### config.mk
export PLATFORM = sky130hd
export DESIGN_NAME = ddr_cmd_issuer
export DESIGN_NICKNAME = d
export VERILOG_FILES = /design/src/rtl/ddr_pkg.sv /design/src/rtl/sw_debounce.sv /design/src/rtl/ddr_cmd_issuer.sv
export SDC_FILE = /design/constraint.sdc
export NUM_CORES = 1
export LEC_CHECK = 0
export ABC_AREA = 1
export BUFFER_PORTS_ARGS = -buffer_cell sky130_fd_sc_hd__buf_2
export CORE_MARGIN = 4
export CORE_UTILIZATION = 51
export CTS_CLUSTER_SIZE = 28
export DETAILED_ROUTE_END_ITERATION = 7
export PLACE_DENSITY_LB_ADDON = 0.15
export SLEW_MARGIN = 20
export SYNTH_ARGS = -nofsm -noshare
export SYNTH_HDL_FRONTEND = slang
export SYNTH_SLANG_ARGS = --single-unit
### constraint.sdc
create_clock -name CLK_100M -period 2.1 [get_ports CLK_100M]
set_clock_uncertainty 0.2 [all_clocks]
set_input_delay 0 -clock CLK_100M [delete_from_list [all_inputs] [get_ports CLK_100M]]
set_output_delay 0 -clock CLK_100M [all_outputs]
set_load 0.1 [all_outputs]
### src/rtl/ddr_pkg.sv
// Shared definitions for the DDR command issuer: FSM encoding, request type,
// switch bit assignments and the default burst length.
package ddr_pkg;

  localparam int DEFAULT_BURST_LENGTH = 2;

  localparam int SW_LOAD_HI  = 0;
  localparam int SW_LOAD_LO  = 1;
  localparam int SW_WRITE    = 2;
  localparam int SW_READ     = 3;
  localparam int SW_SHOW_HI  = 4;
  localparam int SW_SHOW_LO  = 5;
  localparam int SW_LOAD_ROW = 6;
  localparam int SW_SPARE    = 7;
  localparam int SW_COUNT    = 8;

  typedef enum logic [1:0] {
    IDLE      = 2'd0,
    ISSUE     = 2'd1,
    WAIT_ACK  = 2'd2,
    WAIT_DONE = 2'd3
  } state_t;

  typedef enum logic {
    OP_WR = 1'b0,
    OP_RD = 1'b1
  } op_t;

endpackage

### src/rtl/sw_debounce.sv
// One switch input: 2-flop synchronizer, stability counter and a one-cycle
// pulse on each accepted rising level.
module sw_debounce #(
  parameter int DEBOUNCE_CYCLES = 1000000
) (
  input  logic clk,
  input  logic rst,
  input  logic din,
  output logic level,
  output logic pulse
);

  localparam int CW = (DEBOUNCE_CYCLES > 1) ? $clog2(DEBOUNCE_CYCLES) : 1;

  logic [1:0]    sync;
  logic [CW-1:0] cnt;
  logic          settled;

  // The new level is accepted on the DEBOUNCE_CYCLES-th consecutive differing sample.
  assign settled = (cnt == CW'(DEBOUNCE_CYCLES - 1));

  // NOTE: non-blocking assignments keep every flop sampling pre-edge values,
  // which is what makes the two synchronizer stages a real shift register.
  always_ff @(posedge clk) begin
    if (rst) begin
      sync  <= '0;
      cnt   <= '0;
      level <= 1'b0;
      pulse <= 1'b0;
    end else begin
      sync  <= {sync[0], din};
      pulse <= 1'b0;
      if (sync[1] == level) begin
        cnt <= '0;
      end else if (settled) begin
        level <= sync[1];
        pulse <= sync[1];
        cnt   <= '0;
      end else begin
        cnt <= cnt + CW'(1);
      end
    end
  end

endmodule

### src/rtl/ddr_cmd_issuer.sv
// Switch-driven front end for a DDR SDRAM controller: loads a data word and row
// from the DIP switches, issues single write/read requests and shows read data.
module ddr_cmd_issuer
  import ddr_pkg::*;
#(
  parameter int BURST_LENGTH    = DEFAULT_BURST_LENGTH,
  parameter int DEBOUNCE_CYCLES = 1000000,
  parameter int ACK_TIMEOUT     = 255
) (
  input  logic                       CLK_100M,
  input  logic                       RST,
  input  logic [7:0]                 Switch,
  input  logic [7:0]                 DPSwitch,
  input  logic                       BUSY,
  input  logic [16*BURST_LENGTH-1:0] RD_DATA,
  output logic                       WRITE,
  output logic                       READ,
  output logic [16*BURST_LENGTH-1:0] WR_DATA,
  output logic                       WR_OE,
  output logic [1:0]                 BA_IN,
  output logic [12:0]                ADDR_ROW_IN,
  output logic [9:0]                 ADDR_COL_IN,
  output logic [3:0]                 WRITE_LENGTH,
  output logic [7:0]                 LED,
  output logic                       ERR
);

  localparam int AW = $clog2(ACK_TIMEOUT + 1);

  logic [SW_COUNT-1:0] sw_level;
  logic [SW_COUNT-1:0] sw_pulse;

  for (genvar i = 0; i < SW_COUNT; i++) begin : g_sw
    sw_debounce #(.DEBOUNCE_CYCLES(DEBOUNCE_CYCLES)) u_db (
      .clk   (CLK_100M),
      .rst   (RST),
      .din   (Switch[i]),
      .level (sw_level[i]),
      .pulse (sw_pulse[i])
    );
  end

  logic unused_inputs;
  assign unused_inputs = ^{sw_level, sw_pulse[SW_SPARE], RD_DATA};

  logic [15:0]   data_word;
  logic [7:0]    row_byte;
  logic [15:0]   rd_word;
  logic [7:0]    led_q;
  logic [15:0]   issue_word;
  logic [7:0]    issue_row;
  state_t        state;
  op_t           op;
  logic [AW-1:0] ack_cnt;
  logic          write_q;
  logic          read_q;
  logic          wr_oe_q;
  logic          err_q;

  // Switch-loaded registers update in any FSM state.
  always_ff @(posedge CLK_100M) begin
    if (RST) begin
      data_word <= '0;
      row_byte  <= '0;
      led_q     <= '0;
    end else begin
      if (sw_pulse[SW_LOAD_HI])  data_word[15:8] <= DPSwitch;
      if (sw_pulse[SW_LOAD_LO])  data_word[7:0]  <= DPSwitch;
      if (sw_pulse[SW_LOAD_ROW]) row_byte        <= DPSwitch;
      if (sw_pulse[SW_SHOW_HI])      led_q <= rd_word[15:8];
      else if (sw_pulse[SW_SHOW_LO]) led_q <= rd_word[7:0];
    end
  end

  // Data and row are snapshotted at issue so later loads cannot disturb a live request.
  always_ff @(posedge CLK_100M) begin
    if (RST) begin
      state      <= IDLE;
      op         <= OP_WR;
      ack_cnt    <= '0;
      write_q    <= 1'b0;
      read_q     <= 1'b0;
      wr_oe_q    <= 1'b0;
      err_q      <= 1'b0;
      rd_word    <= '0;
      issue_word <= '0;
      issue_row  <= '0;
    end else begin
      case (state)
        IDLE: begin
          ack_cnt <= '0;
          if (sw_pulse[SW_WRITE]) begin
            state      <= ISSUE;
            op         <= OP_WR;
            write_q    <= 1'b1;
            wr_oe_q    <= 1'b1;
            issue_word <= data_word;
            issue_row  <= row_byte;
          end else if (sw_pulse[SW_READ]) begin
            state      <= ISSUE;
            op         <= OP_RD;
            read_q     <= 1'b1;
            issue_word <= data_word;
            issue_row  <= row_byte;
          end
        end
        ISSUE: begin
          state   <= WAIT_ACK;
          ack_cnt <= ack_cnt + AW'(1);
        end
        WAIT_ACK: begin
          // ack_cnt counts request-high cycles; the request is held ACK_TIMEOUT cycles at most.
          if (BUSY) begin
            state   <= WAIT_DONE;
            write_q <= 1'b0;
            read_q  <= 1'b0;
          end else if (ack_cnt == AW'(ACK_TIMEOUT - 1)) begin
            state   <= IDLE;
            write_q <= 1'b0;
            read_q  <= 1'b0;
            wr_oe_q <= 1'b0;
            err_q   <= 1'b1;
          end else begin
            ack_cnt <= ack_cnt + AW'(1);
          end
        end
        WAIT_DONE: begin
          if (!BUSY) begin
            state   <= IDLE;
            wr_oe_q <= 1'b0;
            err_q   <= 1'b0;
            if (op == OP_RD) rd_word <= RD_DATA[15:0];
          end
        end
        default: state <= IDLE;
      endcase
    end
  end

  assign WRITE        = write_q;
  assign READ         = read_q;
  assign WR_OE        = wr_oe_q;
  assign WR_DATA      = {BURST_LENGTH{issue_word}};
  assign BA_IN        = 2'b00;
  assign ADDR_ROW_IN  = {5'b0, issue_row};
  assign ADDR_COL_IN  = '0;
  assign WRITE_LENGTH = 4'd1;
  assign LED          = led_q;
  assign ERR          = err_q;

endmodule

==> results.json <==
{
  "synth_warnings": 0,
  "globalRouteOverflowTotal": 0,
  "yosysSeqAreaShare_pct": 42.50,
  "worstMarginPinSlew_ns": 0.5874,
  "cpLargestDelayFamily": "flip-flops",
  "crit_buf_inv": 2,
  "worstHoldPathType": "input pin to register",
  "crit_arrival_ns": 2.10,
  "synth.avg_cell_area_um2": 7.020,
  "drive_gt1_share_pct": 11.20,
  "ant_nets": 0,
  "crit_path_end_kind": "register",
  "period_share_pct": 90.99,
  "ys.flop_type": "dfxtp_1",
  "grt_first_pass_wirelength_um": 42740,
  "clkTransAtPathRegs_ns": 0.06,
  "gp_congestion": 0.8535,
  "vias": 10510,
  "cpMaxStageDelayCell": "dfxtp_1",
  "drtIter0Drc": 673,
  "grtUsageTotal_pct": 18.75,
  "cp_max_fo": 20,
  "dieArea_mm2": 0.02607,
  "drt-pass1-iter-count": 5,
  "layout_commonest_cell": "nand2_1",
  "syn_inst": 1711,
  "cts_max_level": 1,
  "r2r_cells": 6,
  "row_count": 55,
  "status": "finished, final reports clean",
  "setup.worst_path.start_class": "register",
  "final.min_clock_period_ns": 1.911,
  "regToRegSetupSlack_ns": 0.19,
  "cts.sinks": 255,
  "cp_common_cell": "inv_1",
  "drc": 0,
  "fmax_mhz": 523.4,
  "async_reset_ff_share_pct": 0,
  "p_leak_nw": 5.251,
  "cts_tree": "yes",
  "yosysTopAreaCellShare_pct": 42.50,
  "initial_core_util_pct": 52.42,
  "setup_tns_ns": 0,
  "grt_pass1_vias": 9569,
  "portBuffers": 85,
  "post-cts-setup-buffers": 0,
  "die_y_um": 161.5,
  "final_cell_mix": "nand2_1, nor2_1, dfxtp_1",
  "fin_area_mm2": 0.01413,
  "powerDensity_mw_per_mm2": 774.5,
  "via_per_inst": 4.845,
  "yosysUniqueCellTypes": 41,
  "reg2reg_to": "rd_word[2]",
  "reg2reg_from": "state[0]",
  "clk_path_buf_depth": 3,
  "antenna_found_initial": 0,
  "routedWlPerCell_um": 11.64,
  "io_pins": 124,
  "die_w_um": 161.5,
  "slowest_delay_ns": 0.42,
  "hold_end": "rd_word[14]",
  "cp_cell_sequence": "ha_1, inv_1, nor3_2, inv_1, o21ai_0, a21oi_1",
  "n_antenna_cell": 0,
  "routed_wl_um": 25250,
  "drv_slew": 0,
  "area_growth_pct": 17.67,
  "cts_root_buf": "clkbuf_16",
  "synth-edff-count": 0,
  "hold_depth": 4,
  "core_area_mm2": 0.02292,
  "setup_viol": 0,
  "grt_setup_unrepaired": "no",
  "path_class": "register to register",
  "yosys-top-cells-area": "dfxtp_1, nand2_1, nor2_1, inv_1, a21oi_1",
  "hold_viol": 0,
  "place_area_mm2": 0.01261,
  "vdd_ir_drop_max_v": 0.0005149,
  "drv_cap": 0,
  "min_from": "RD_DATA[14]",
  "ys_ff_latch": 255,
  "dp_hpwl_um": 17500,
  "num-nets-final": 1899,
  "cts_buffers": 28,
  "grt_max_degree": 55,
  "slew_headroom_pct": 60.80,
  "post_cts_resized": 0,
  "clock_latency_ns": 0.54,
  "post-synth-top-area-cell": "dfxtp_1",
  "ctsHoldBuffers": 48,
  "worstPathRequired_ns": 2.29,
  "syn_area_mm2": 0.01201
}
-- per-stage QoR --
stage / power (mW) / util, % / std cells / setup WS [ns] / hold slack, ns
5_1_grt: 11.34 / 61.68 / 2170 / 0.01425 / 0.03365
2_1_floorplan: 5.526 / - / 1730 / 0.4450 / -0.09303
4_1_cts: 11.09 / 61.68 / 2170 / 0.1646 / 0.01295
3_3_place_gp: 5.620 / 55.04 / 2070 / 0.2864 / 0.01261
6_report: 10.95 / 61.68 / 2170 / 0.1892 / 0.03346
3_5_place_dp: 5.623 / 55.04 / 2070 / 0.1944 / 0.01378
-- how the worst max path moves through the flow --
| stage | cells after the start | to | from | slack, ns |
|---|---|---|---|---|
| floorplan | 6 | issue_word[10] | state[0] | 0.44 |
| global placement | 6 | rd_word[2] | state[0] | 0.29 |
| detailed placement | 6 | rd_word[2] | state[0] | 0.19 |
| CTS | 6 | rd_word[2] | state[0] | 0.16 |
| global route | 6 | rd_word[0] | state[0] | 0.01 |
| finish | 6 | rd_word[2] | state[0] | 0.19 |
-- synth_stat cells (5+ instances only) --
master,count
xnor2_1,16
a21oi_1,108
ha_1,13
inv_1,195
nand4_1,22
o21ai_1,6
nor3_1,23
nor2_1,349
o21ai_0,86
nand3_1,70
or2_0,9
or2_2,6
buf_6,5
nand2_1,354
dfxtp_1,255
buf_4,45
buf_2,6
xor2_1,30
nand3b_1,13
nor3_2,7
clkbuf_1,14
nand2_2,10
nand3_2,7
o221ai_1,8
nor2_2,10
o21bai_1,5
nor2_4,11
-- power breakdown --
| part | switching, mW | internal, mW | total, mW |
|---|---|---|---|
| logic | 0.496 | 0.175 | 0.672 |
| clock network | 1.92 | 3.44 | 5.37 |
| registers | 0.0274 | 4.88 | 4.91 |
-- state kept, by name (all words and copies together), names as in the netlist, 2 cells and up --
name and count:
issue_row 8, issue_word 16, g_sw.u_db.level 7, data_word 16, LED 8, row_byte 8, rd_word 16, state 2
ack_cnt 8, g_sw.u_db.sync 14, g_sw.u_db.pulse 7, g_sw.u_db.cnt 140
-- cell type report --
type	instances	area [um^2]
fill	2145	8782
multi-input combinational	1206	5758
sequential	255	5105
timing repair buffer	147	1099
clock buffer	43	868.3
inverter	197	739.5
tap	313	391.6
clock inverter	9	172.7
-- worst min-delay path: cells and delay by family --
kind                   cells  cell delay [ns]
and+or+nand+nor            2             0.11
buffers and inverters      2             0.61
-- logic make-up (layout without fill, tap and decap cells) --
logic type                 after synthesis  in the layout  synth area share [%]
xor gates and xnor gates                46             46                 3.354
adders and majority gates               13             13                 1.354
AOI/OAI and AO/OA                      224            224                 9.917
and+or+nand+nor                        902            902                 32.63
other                                    2             21               0.06252
DFF                                    255            255                 42.50
buffers and inverters                  269            396                 10.19
-- per-layer routing --
metal	track usage (%)	vias up	wire, um
met4	4.614	0	564
met2	31.26	211	11250
met3	3.445	41	1263
met5	0	-	0
li1	-	5587	-
met1	25.29	4675	12170
Power figures use the tool's default switching activity.
